### src/rtl/cond_flag_unit.sv
// ---------------------------------------------------------------------------
// cond_flag_unit
//
// Consumer side of the ALU status-flag interface. Holds the architectural
// N/Z/C/V flag register and evaluates each incoming instruction's 4-bit
// condition field against it. The execute/squash decision is registered,
// so it appears one cycle after the instruction is presented. A saturating
// counter records how many instructions were squashed, for debug.
//
// Ports:
//   clk         system clock, rising edge
//   rst_n       asynchronous active-low reset
//   valid_in    instruction present this cycle
//   cond        condition code of the incoming instruction
//   flags_we    instruction updates flags (S bit)
//   flags_in    flags from the ALU: [3]=N [2]=Z [1]=C [0]=V
//   stall       hold all state
//   flush       kill the incoming instruction (wins over stall)
//   flags_q     architectural flag register, same bit order as flags_in
//   valid_out   registered: instruction executes
//   squash_out  registered: instruction was valid but its condition failed
//   squash_cnt  saturating count of squashed instructions
// ---------------------------------------------------------------------------
module cond_flag_unit #(
    parameter int CNT_W = 8
) (
    input  logic             clk,
    input  logic             rst_n,
    input  logic             valid_in,
    input  logic [3:0]       cond,
    input  logic             flags_we,
    input  logic [3:0]       flags_in,
    input  logic             stall,
    input  logic             flush,
    output logic [3:0]       flags_q,
    output logic             valid_out,
    output logic             squash_out,
    output logic [CNT_W-1:0] squash_cnt
);

    logic [3:0]       flags_reg,  flags_next;
    logic             valid_reg,  valid_next;
    logic             squash_reg, squash_next;
    logic [CNT_W-1:0] cnt_reg,    cnt_next;

    logic flag_n, flag_z, flag_c, flag_v;
    logic pass;

    // Only the registered flags feed the condition check; flags_in never
    // does, so there is no path from the ALU result back into pass.
    assign flag_n = flags_reg[3];
    assign flag_z = flags_reg[2];
    assign flag_c = flags_reg[1];
    assign flag_v = flags_reg[0];

    always_comb begin
        pass = 1'b0;
        case (cond)
            4'h0: pass = flag_z;
            4'h1: pass = !flag_z;
            4'h2: pass = flag_c;
            4'h3: pass = !flag_c;
            4'h4: pass = flag_n;
            4'h5: pass = !flag_n;
            4'h6: pass = flag_v;
            4'h7: pass = !flag_v;
            4'h8: pass = flag_c && !flag_z;
            4'h9: pass = !flag_c || flag_z;
            4'hA: pass = (flag_n == flag_v);
            4'hB: pass = (flag_n != flag_v);
            4'hC: pass = !flag_z && (flag_n == flag_v);
            4'hD: pass = flag_z || (flag_n != flag_v);
            4'hE: pass = 1'b1;
            default: pass = 1'b0;  // NV
        endcase
    end

    always_comb begin
        flags_next  = flags_reg;
        valid_next  = valid_reg;
        squash_next = squash_reg;
        cnt_next    = cnt_reg;
        if (flush) begin
            // Killed instruction: no decision, no flag write, no count.
            valid_next  = 1'b0;
            squash_next = 1'b0;
        end else if (stall) begin
            // Everything holds (defaults above).
        end else if (valid_in && pass) begin
            valid_next  = 1'b1;
            squash_next = 1'b0;
            if (flags_we) begin
                flags_next = flags_in;
            end
        end else if (valid_in) begin
            // A squashed flag-setter must not write flags.
            valid_next  = 1'b0;
            squash_next = 1'b1;
            if (!(&cnt_reg)) begin
                cnt_next = cnt_reg + 1'b1;
            end
        end else begin
            valid_next  = 1'b0;
            squash_next = 1'b0;
        end
    end

    always_ff @(posedge clk or negedge rst_n) begin
        if (!rst_n) begin
            flags_reg  <= 4'b0000;
            valid_reg  <= 1'b0;
            squash_reg <= 1'b0;
            cnt_reg    <= '0;
        end else begin
            flags_reg  <= flags_next;
            valid_reg  <= valid_next;
            squash_reg <= squash_next;
            cnt_reg    <= cnt_next;
        end
    end

    assign flags_q    = flags_reg;
    assign valid_out  = valid_reg;
    assign squash_out = squash_reg;
    assign squash_cnt = cnt_reg;

endmodule

### config.mk
export PLATFORM = sky130hd
export DESIGN_NAME = cond_flag_unit
export DESIGN_NICKNAME = d
export VERILOG_FILES = /design/src/rtl/cond_flag_unit.sv
export SDC_FILE = /design/constraint.sdc
export NUM_CORES = 1
export LEC_CHECK = 0
export ABC_AREA = 1
export BUFFER_PORTS_ARGS = -buffer_cell sky130_fd_sc_hd__buf_2
export CAP_MARGIN = 30
export CORE_MARGIN = 2
export CORE_UTILIZATION = 30
export CTS_CLUSTER_DIAMETER = 40
export DETAILED_ROUTE_END_ITERATION = 8
export GPL_ROUTABILITY_DRIVEN = 0
export REMOVE_ABC_BUFFERS = 1
export SLEW_MARGIN = 20
export SYNTH_ARGS = -nofsm -noshare
export SYNTH_HDL_FRONTEND = slang
export SYNTH_SLANG_ARGS = --single-unit
### constraint.sdc
create_clock -name clk -period 2.2 [get_ports clk]
set_input_delay 0.11 -clock clk [delete_from_list [all_inputs] [get_ports clk]]
set_output_delay 0.11 -clock clk [all_outputs]
set_load 0.02 [all_outputs]
# --- After elaboration in Yosys (flattened, before gate mapping) ---
# Index checks and enable logic that the tools add are counted.
# W data, S select, Z words.
word_totals:
  inputBits: 14
  word_cells: 47
  reg_bits: 14
  out_inout_bits: 14
classes:
  n_reduce_logical: 13
  mux: 8
  add_sub_neg: 1
  bitwise: 4
  eq_ne: 17
ops:
  columns: ["cell", "count"]
  rows:
  - ["$eq A4 B4 Y1 const B", 7]
  - ["$eq A4 B3 Y1 const B", 4]
  - ["$pmux W1 S15", 1]
  - ["$add A8 B1 Y8 const B", 1]
  - ["$eq A4 B2 Y1 const B", 2]
  - ["$reduce_and A8 Y1", 1]
  - ["$mux W1", 7]
  - ["$reduce_and A5 Y1", 1]
  - ["$eq A4 B1 Y1 const B", 1]
  - ["$logic_not A1 Y1", 4]
  - ["$logic_not A4 Y1", 1]
  - ["$not A1 Y1", 4]
  - ["$reduce_and A4 Y1", 1]
  - ["$logic_and A1 B1 Y1", 3]
  - ["$logic_or A1 B1 Y1", 2]
  - ["$ne A2 B1 Y1 const B", 1]
  - ["$eq A1 B1 Y1", 1]
  - ["$ne A1 B1 Y1", 1]

# --- Longest topological paths before layout ---
# Gate-level depths: netlist of the first run.
depth:
  ltp_word: 7
  ltp_mapped: 11
  depth_no_buf: 11

# --- Worst setup path after synthesis of the first run ---
# Ideal clock, no wire load.
synth_path:
  path_kind: "reg-to-reg"
  start: "register cnt_reg[0], in the netlist squash_cnt[0]"
  end: "register cnt_reg[5], in the netlist squash_cnt[5]"
  period_less_slack_ps: 1682
  path_buffers: 1
  t_required_ps: 2079
  arrival_time_ps: 1560
  slack_ps: 518
  stages_incl_launch_ff: 9
  setup_time_ps: 121
  path_cell_list: "dfrtp_1 ha_1 nand2_1 nor2_1 a21oi_1 nand3_2 buf_6 nand2_2 o21ai_2"
synth_between:
  elab_chain_cells: 3
  word_cells_on_any_way: 4
  classes_between: "add/sub (1); bitwise (1); reduce/logical (2)"
synth_lines:
  columns: ["element", "line_no", "text"]
  rows:
  - ["start: declaration", "44", "logic [CNT_W-1:0] cnt_reg, cnt_next;"]
  - ["start signal: assignment", "118", "cnt_reg <= cnt_next;"]
  - ["parallel branches: the longest is 3 deep, another holds $add A8 B1 Y8", null, null]
# Parallel ways; which one is timed is not known.
# A chain may end at the register's enable or synchronous reset.

# --- Final worst setup path of the first run ---
layout_path:
  start: "register cnt_reg[0], in the netlist squash_cnt[0]"
  end: "register cnt_reg[2], in the netlist squash_cnt[2]"
# The elaborated chain is that of the path after synthesis.

==> metrics.txt, run 1 <==
synthesized flop and latch total=14; TritonCTS clock tree=yes; busiest grt layer=met2; Synth area leader=dfrtp_1; final core occ=0.393; GR Util met2=0.229; Commonest cells post-synth=44 x nand2_1, 20 x nand3_1, 15 x inv_1; CTS Hold Bufs=1; Setup TNS=0 ns; Diodes inserted=0; starting density of the core=0.320; Setup WS pre-CTS=0.580 ns; Starting DRT DRC Count=65; f_max=617 MHz; io pins=28; vias after detailed routing=969; Synth Area in Compound Gates=0.0560; Rel. slew slack=0.787; Hold WC Path Type=primary input to flop; setup repair bufs after CTS=0; Critical Path End Type=flop; Die Area=3750 um^2; period utilization=0.737; Die W=between 60 and 70 um; WS Path Type=flop to flop; Tot GR Track Use=0.127; Reg area=350 um^2; Post-Synth XOR/XNOR Area=0.0534; area occupied by multi-input gates=between 500 and 600 um^2; Internal Power=0.663 mW; CP startpoint kind=flop; DIE HEIGHT=61.3 um; synthesis-to-layout area growth=22.9%; fin nets=187; GRT Residual Overflow=0; fillcell total=336; first-pass GRT wire length=3.61 mm; fin. max-slew vios=0; cell area power density=around 1000 nW/um^2; Routed WL=2.12 mm; switching share of power=0.473; core area=3080 um^2; combinational family with the most area after synthesis=simple AND/OR/NAND/NOR gates; clk_lat worst skew=0.28 ns; fraction of layout cells with a size suffix above 1=0.287; post-synthesis cell type count=24; number of flops mapped to enable cells by yosys=0; Primary FF master, synth=dfrtp_1; adder-cell share of the synthesized area=0.0127; Clk network pwr share=0.149; Mapped Cells=140; port bufs=27; endpoints failing setup=0; Synth Area in Simple Gates=0.421; synth top area cells=dfrtp_1 36%, nand2_1 17%, nand3_1 10%; sequential fraction of the synthesis area=0.356; pin count of the biggest net entering global routing=15; Clock Skews=0.000305 ns; antenna violations before repair=0; number of max-cap violations=0; CTS Buffer Depth=2; top-area cell type share of the netlist area=0.356; CP Data Required Time=around 2.4 ns; Slew @ Worst Pin=~0.32 ns; Worst VDD drop=0.000440 V; unrepaired setup endpoints after global routing=false; Root Driver=clkbuf_4; final setup margin=0.578 ns; Leak=between 0.6 and 0.7 nW; router iterations before antenna repair=4; drt drc=0; H-tree Lvls=1; sequential share of power=0.362; ys async rst share=1.00; multiplexer share of the synthesized area=0; status=completed; via/cell ratio=4.51; met3 Track Usage GR=0.0378; cell row count=20; Psw=0.595 mW; Sink Count=14; routing usage on met1=0.156; Mapped Area=983 um^2; CP arrival=1.80 ns; CTS resizes=0; count leader, synth=nand2_1; drt wl/cell=9.86 um; Ys Warns=0; antenna viol nets, final=0; HPWL after DPL=1.72 mm; Period minus WS final=1.62 ns; Gate power share=0.489; vias in the first global route=890; endpoints failing hold=0; CTS clk-pin slew, worst paths=0.09 ns; total CTS buffers=3; Mean Syn Cell Area=7.02 um^2; largest fanout on the critical path=11
[placed cells by master (no fill, tap or decap), drive strengths merged]
master and n:
nand4 4, dlygate4sd3 1, clkinv 2, dfrtp 14, or2 1, nand3 23
a21oi 3, buf 28, nand3b 1, nand2 48, ha 1, xnor2 1
xor2 5, nor2 12, inv 18, clkbuf 4, o21ai 5
[kinds of logic (layout without fill, tap and decap cells)]
group / after synthesis / count (layout)
AO/OA/AOI/OAI: 8 / 8
XOR/XNOR: 6 / 6
adder cells (fa/ha/maj): 1 / 1
buffers and inverters: 22 / 53
flip-flops: 14 / 14
AND/OR/NAND/NOR: 89 / 89
[cell type report]
cell class | count | area share
inverters | 20 | 0.0663
repair buffers | 29 | 0.126
flip-flops and latches | 14 | 0.290
clock buffers | 4 | 0.0300
well taps | 44 | 0.0455
multi-input cells | 104 | 0.442
[through the flow]
stage          hold WS (ns)  instances  power [mW]  instance area [um^2]
3_5_place_dp         0.0268        210        1.08                  1160
5_1_grt              0.0830        215        1.36                  1210
2_1_floorplan        -0.186        138       0.885                   965
4_1_cts              0.0780        215        1.27                  1210
3_3_place_gp         0.0216        210        1.07                  1160
6_report             0.0871        215        1.26                  1210
[routing by layer]
| layer | wire length, um | up-vias |
|---|---|---|
| li1 | - | 506 |
| met1 | 960 | 439 |
| met2 | 1040 | 22 |
| met3 | 110 | 2 |
| met4 | 7 | 0 |
| met5 | 0 | - |
[state kept, by name (all words and copies together), names as in the netlist]
signal and flops:
squash_out 1, flags_q 4, squash_cnt 8, valid_out 1
[worst paths after layout]
path / from / end / slack (ns) / cells after the start
setup / recovery: squash_cnt[0] / squash_cnt[2] / 0.58 / 7
hold / removal: flags_in[0] / flags_q[0] / 0.09 / 3
setup reg to reg: squash_cnt[0] / squash_cnt[2] / 0.58 / 7
hold reg to reg: squash_cnt[7] / squash_cnt[7] / 0.53 / 2
max in group asynchronous: rst_n / flags_q[3] / 1.71 / 2
min in group asynchronous: rst_n / squash_cnt[4] / 0.25 / 2
[power groups by stage]
stage	combinational, mW	sequential, mW	clock, mW
2_1_floorplan	0.336	0.549	0
3_3_place_gp	0.613	0.453	0
3_5_place_dp	0.622	0.459	0
4_1_cts	0.625	0.455	0.195
5_1_grt	0.688	0.472	0.205
6_report	0.615	0.455	0.187
[critical path: stages, from the launching register on]
cell and delay, ns:
dfrtp_1 0.43, ha_1 0.24, nand2_1 0.10, nor2_1 0.05
a21oi_1 0.22, nand3_2 0.27, nand2_1 0.15, o21ai_2 0.05
(Power assumes the default switching activity.)
==> run 2: changes to the inputs <==
Settings changed: ABC_AREA 1 to 0.
Clock period 2.2 ns to 1.5 ns, I/O delays scaled along.
==> run 2 against run 1 <==
Against the previous run:
- the flow now finishes with violations (negative setup slack)
- critical path depth stayed put
- clock-buffer cell count stayed put
- clock power is 53% higher
- die area is 15% lower
- worst hold slack worse by 0.072 ns
- synthesized area is 16% lower
- via count is 20% lower
- core utilization is 8.9 points higher
- clock skew is 0.0035 ns higher
- routed wire length is 8.8% lower
- critical path type unchanged
- critical endpoint is now squash_cnt[1]
- largest power group unchanged
==> metrics.txt, run 2 <==
final setup margin=-0.382 ns (-0.960 ns); Tot GR Track Use=0.129 (+0.00206); GRT Residual Overflow=0 (unchanged); router iterations before antenna repair=3 (-1); Clk network pwr share=0.148 (about the same); Setup WS pre-CTS=-0.441 ns (-1.02 ns); Die Area=3200 um^2 (-15%); Critical Path End Type=flop; CTS Buffer Depth=2 (unchanged); endpoints failing hold=0 (unchanged); Mapped Area=830 um^2 (-16%); cell row count=19 (-5.0%); most frequent cells in the layout=27 x buf_2, 25 x buf_4, 14 x dfrtp_1, 5 x nand4_1, 5 x xnor2_1; fraction of layout cells with a size suffix above 1=0.550 (+0.263); number of max-cap violations=0 (unchanged); sequential share of power=0.283 (-0.079); Synth area leader=dfrtp_1; fillcell total=274 (-18%); WS Path Type=flop to flop; synthesis-to-layout area growth=56.1%; synth top area cells=dfrtp_1 42%, mux2_2 6.8%, xnor2_1 6.3%; clk_lat worst skew=0.29 ns (about the same); Rel. slew slack=0.785 (-0.00216); Mean Syn Cell Area=11.4 um^2 (+62%); r2r setup slk=-0.38 ns (-0.96 ns); Root Driver=clkbuf_4; Sink Count=14 (unchanged); most common cell after layout, fill and taps aside=buf_2; Internal Power=1.23 mW (+85%); CP Data Required Time=1.68 ns (-0.69 ns); switching share of power=0.365 (-0.108); Hold WC Path Type=primary input to flop; Period minus WS final=1.88 ns (+0.260 ns); via/cell ratio=4.81 (+6.8%); starting density of the core=0.309 (-0.0107); post-synthesis cell type count=34 (+42%); fin. max-slew vios=0 (unchanged); drt wl/cell=11.9 um (+21%); DIE HEIGHT=56.6 um (-7.6%); pin count of the biggest net entering global routing=15 (unchanged); Design Power=1.93 mW (+54%); unrepaired setup endpoints after global routing=true; synthesized flop and latch total=14 (unchanged); HPWL after DPL=1.52 mm (-12%); number of flops mapped to enable cells by yosys=0 (unchanged); Routed WL=1.93 mm (-8.8%); port bufs=27 (unchanged); status=complete, but fails checks; Ys Warns=0 (unchanged); top-area cell type share of the netlist area=0.422 (+0.0661); TritonCTS clock tree=yes; io pins=28 (unchanged); period utilization=1.25 (+0.518); H-tree Lvls=1 (unchanged); vias after detailed routing=780 (-20%); Psw=0.706 mW (+19%); cell area power density=1490 nW/um^2 (+43%); Slew @ Worst Pin=0.323 ns (+0.00323 ns); vias in the first global route=780 (-12%); CP arrival=2.06 ns (+0.26 ns); failing checks=negative setup slack; first-pass GRT wire length=3.28 mm (-9.2%); fin nets=147 (-21%); largest fanout on the critical path=5 (-6); antenna viol nets, final=0 (unchanged); drt drc=0 (unchanged); Leak=0.658 nW (-1.5%); CP startpoint kind=flop; Starting DRT DRC Count=27 (-58%); sequential fraction of the synthesis area=0.422 (+0.0661); antenna violations before repair=0 (unchanged); Die W=56.6 um (-7.6%); Diodes inserted=0 (unchanged); Worst VDD drop=0.00102 V (+130%); endpoints failing setup=14 (+14); count leader, synth=dfrtp_1; total CTS buffers=3 (unchanged); Primary FF master, synth=dfrtp_1; ys async rst share=1.00 (unchanged); max reg flops=8 (unchanged); CTS clk-pin slew, worst paths=0.10 ns (about the same); Gate power share=0.569 (+0.080); Mapped Cells=73 (-48%); core area=2690 um^2 (-13%); Commonest cells post-synth=14 x dfrtp_1, 6 x xnor2_1, 5 x mux2_2, 5 x nand4_1, 4 x nand2_1; f_max=531 MHz (-14%); final core occ=0.482 (+0.0894); Clock Skews=0.00377 ns (+0.00347 ns)
## run 2: cell types whose count changed after synthesis, moves of 3 or more
cell and delta:
nand2_1 -40, nand3_1 -18, inv_1 -14, nor2_1 -9, mux2_2 +5, xnor2_1 +5, nand2_2 -4, inv_2 -3
nor2b_1 +3, o21ai_0 +3, o21ai_2 -3
## run 2: cell families (layout without fill, tap and decap cells)
logic type,count (synthesis),in the layout,share of synthesized area
AOI/OAI and AO/OA,9,9,0.113
xor gates and xnor gates,9,9,0.0950
adders and majority gates,1,1,0.0151
buffers and inverters,2,60,0.0105
DFF,14,14,0.422
muxes,7,7,0.0980
and+or+nand+nor,31,31,0.246
## run 2: area by class of cell
type,count,area [um^2],area share
clock buffer,4,36.3,0.0280
inverter,1,3.75,0.00290
multi-input combinational,57,512,0.395
sequential,14,350,0.271
tap,31,38.8,0.0300
timing repair buffer,55,354,0.273
## run 2: power groups by stage
stage	Combinational, mW	Sequential [mW]	Clock [mW]
finish	1.10	0.547	0.286
global route	1.19	0.563	0.316
CTS	1.05	0.549	0.301
detailed placement	0.992	0.556	0
global placement	0.976	0.549	0
floorplan	0.338	0.731	0
## run 2: through the flow
| stage | instances | setup TNS, ns | instance area [um^2] | hold slack, ns |
|---|---|---|---|---|
| 2_1_floorplan | 72 | -4.99 | 825 | -0.221 |
| 5_1_grt | 162 | -5.52 | 1290 | 0.00970 |
| 3_3_place_gp | 155 | -4.26 | 1190 | -0.0169 |
| 4_1_cts | 162 | -4.21 | 1280 | 0.00270 |
| 6_report | 162 | -4.38 | 1290 | 0.0154 |
| 3_5_place_dp | 155 | -5.05 | 1190 | 0.00319 |
## run 2: final timing paths
| path | startpoint | to | cells after the start |
|---|---|---|---|
| max in group asynchronous | rst_n | squash_cnt[7] | 2 |
| hold reg to reg | valid_out | valid_out | 1 |
| hold / removal | flags_in[0] | flags_q[0] | 2 |
| setup / recovery | flags_q[0] | squash_cnt[1] | 7 |
| min in group asynchronous | rst_n | flags_q[0] | 2 |
| setup reg to reg | flags_q[0] | squash_cnt[1] | 7 |
## run 2: routing by layer
metal  part of all wire  global-route usage  up-vias  wire length [um]
met3              0.042              0.0207        4                82
met2               0.46               0.213       21               898
li1                   -                   -      390                 -
met1               0.48               0.168      365               928
met4              0.012              0.0510        0                24
met5                  0                   0        -                 0
## run 2: worst max-delay path, cell delays in order, from the launching register on
cell       delay [ns]
dfrtp_1          0.40
xor2_1           0.17
buf_4            0.14
a2bb2oi_4        0.16
xnor2_2          0.14
a22oi_4          0.26
and2_4           0.20
mux2_4           0.29
## run 2: timing repair
action,CTS,global route
hold endpoints to repair,15,0
setup endpoints to repair,14,14
pin swaps,1,4
resized for setup,8,4
hold buffers,2,0
buffers inserted,1,0
==> run 3: changes to the inputs <==
Settings changed: ABC_AREA 0 to 1.
==> run 3 against run 2 <==
Against the previous run:
- the flow now finishes without violations
- die area increased by 17%
- routed wire length rose by 19%
- worst setup slack gained 0.44 ns
- power increased by 12%
- sequential share of layout area fell by 1.3 points
- non-clock buffer count fell by 19
- sequential cell count is the same
- clock-buffer cell count is the same
- worst hold slack better by 0.019 ns
- via count is 28% higher
==> metrics.txt, run 3 (synthesized netlist as in run 1, its figures left out) <==
clk_lat worst skew=0.29 ns (about the same); Clock Skews=0.00842 ns (+0.00465 ns); fin nets=195 (+33%); Worst VDD drop=0.000808 V (-21%); port bufs=27 (unchanged); Sink Count=14 (unchanged); final core occ=0.445 (-0.0374); Cell Count, Final, Fillers Out=223 (+38%); design area=1370 um^2 (+5.7%); Placed Area=1190 um^2 (+0.53%); final setup margin=0.0610 ns (+0.443 ns); antenna violations before repair=0 (unchanged); Die W=61.3 um (+8.3%); Setup WS pre-CTS=-0.0620 ns (+0.379 ns); Root Driver=clkbuf_4; H-tree Lvls=1 (unchanged); endpoints failing hold=0 (unchanged); DIE HEIGHT=61.3 um (+8.3%); Critical Path End Type=flop; GRT Residual Overflow=0 (unchanged); number of max-cap violations=0 (unchanged); fin. max-slew vios=0 (unchanged); core area=3080 um^2 (+15%); first-pass GRT wire length=3.61 mm (+10%); CP Data Required Time=1.68 ns (about the same); Rel. slew slack=0.775 (-0.0103); CTS clk-pin slew, worst paths=0.10 ns (about the same); via/cell ratio=4.49 (-6.7%); antenna viol nets, final=0 (unchanged); cell area power density=1590 nW/um^2 (+6.2%); cell row count=20 (+1); vias after detailed routing=1,002 (+28%); Slew @ Worst Pin=0.338 ns (+0.0155 ns); HPWL after DPL=1.68 mm (+11%); fillcell total=319 (+16%); WS Path Type=flop to flop; vias in the first global route=895 (+15%); TritonCTS clock tree=yes; status=completed; Diodes inserted=0 (unchanged); Hold WC Path Type=primary input to flop; Routed WL=2.29 mm (+19%); Starting DRT DRC Count=63 (+130%); f_max=695 MHz (+31%); drt drc=0 (unchanged); starting density of the core=0.320 (+0.0107); CTS Buffer Depth=2 (unchanged); io pins=28 (unchanged); largest fanout on the critical path=6 (+1); router iterations before antenna repair=4 (+1); unrepaired setup endpoints after global routing=true; endpoints failing setup=0 (-14); Period minus WS final=1.44 ns (-0.443 ns); Tot GR Track Use=0.129 (+0.000179); CP arrival=1.62 ns (-0.44 ns); CP startpoint kind=flop; period utilization=0.959 (-0.296); most common cell after layout, fill and taps aside=nand2_1; most frequent cells in the layout=30 x nand2_1, 27 x buf_2, 18 x nand3_1, 16 x nand2_2; fraction of layout cells with a size suffix above 1=0.458 (-0.0915); total CTS buffers=3 (unchanged); max reg flops=8 (unchanged); placed cells=214 (+38%); synthesis-to-layout area growth=39.2%; drt wl/cell=10.3 um (-14%); pin count of the biggest net entering global routing=15 (unchanged); Leak=0.717 nW (+9.0%); Die Area=3750 um^2 (+17%)
-- run 3: cell types whose count changed in the layout (fill, tap and decap cells not counted), moves of 6 or more --
cell,previous run,this run
inv_1,1,12
nand3_1,2,18
buf_4,25,8
inv_2,0,6
nand2_2,0,16
nand2_1,4,30
nor2_1,2,10
-- run 3: where the power goes --
part	internal, mW	leakage, nW	switching [mW]	total (mW)
logic	0.490	0.514	0.743	1.23
registers	0.510	0.182	0.143	0.652
clock network	0.148	0.0210	0.138	0.286
-- run 3: critical path, cell delays in order, from the launching register on --
cell,delay [ns]
dfrtp_2,0.45
buf_4,0.14
nand2_1,0.08
nand2_2,0.06
nand2_2,0.06
nand3_2,0.08
nor2_4,0.17
nand3_4,0.14
nand2_2,0.10
o21ai_2,0.05
-- run 3: final timing paths --
path / startpoint / to / slack, ns / depth (start not counted)
worst max-delay path: flags_q[3] / squash_cnt[6] / 0.06 / 9
worst max register to register: flags_q[3] / squash_cnt[6] / 0.06 / 9
max in group asynchronous: rst_n / flags_q[3] / 1.03 / 2
min in group asynchronous: rst_n / squash_cnt[1] / 0.20 / 2
worst min register to register: squash_cnt[7] / squash_cnt[7] / 0.52 / 2
worst min-delay path: flags_in[0] / flags_q[0] / 0.03 / 3
-- run 3: metal layers --
layer / GRT usage / vias up / wire length (um)
met3: 0.0273 / 2 / 88
met2: 0.222 / 21 / 1110
met4: 0.0435 / 0 / 10
met1: 0.161 / 455 / 1090
li1: - / 524 / -
met5: 0 / - / 0
-- run 3: final cells by class --
class                   instances  area [um^2]  share of cell area
well taps                      44         55.1              0.0402
clock buffers                   4         36.3              0.0265
repair buffers                 36          205               0.150
inverters                      20         80.1              0.0585
flip-flops and latches         14          353               0.258
multi-input cells             105          639               0.467
-- run 3: metrics by stage --
stage	TNS, ns	hold WS [ns]	power, mW
6_report	0	0.0347	2.17
5_1_grt	-0.283	0.0396	2.34
4_1_cts	0	0.0400	1.95
3_5_place_dp	-0.335	-0.00770	1.65
3_3_place_gp	-0.0239	-0.0131	1.63
2_1_floorplan	-1.81	-0.221	1.30
-- run 3: repair_timing --
action                     CTS  global route
pin swaps                    0            12
resized for setup            2            29
hold buffers                 1             0
cloned                       0             1
hold endpoints to repair    14             0
buffers inserted             0             3
setup endpoints to repair    8            14
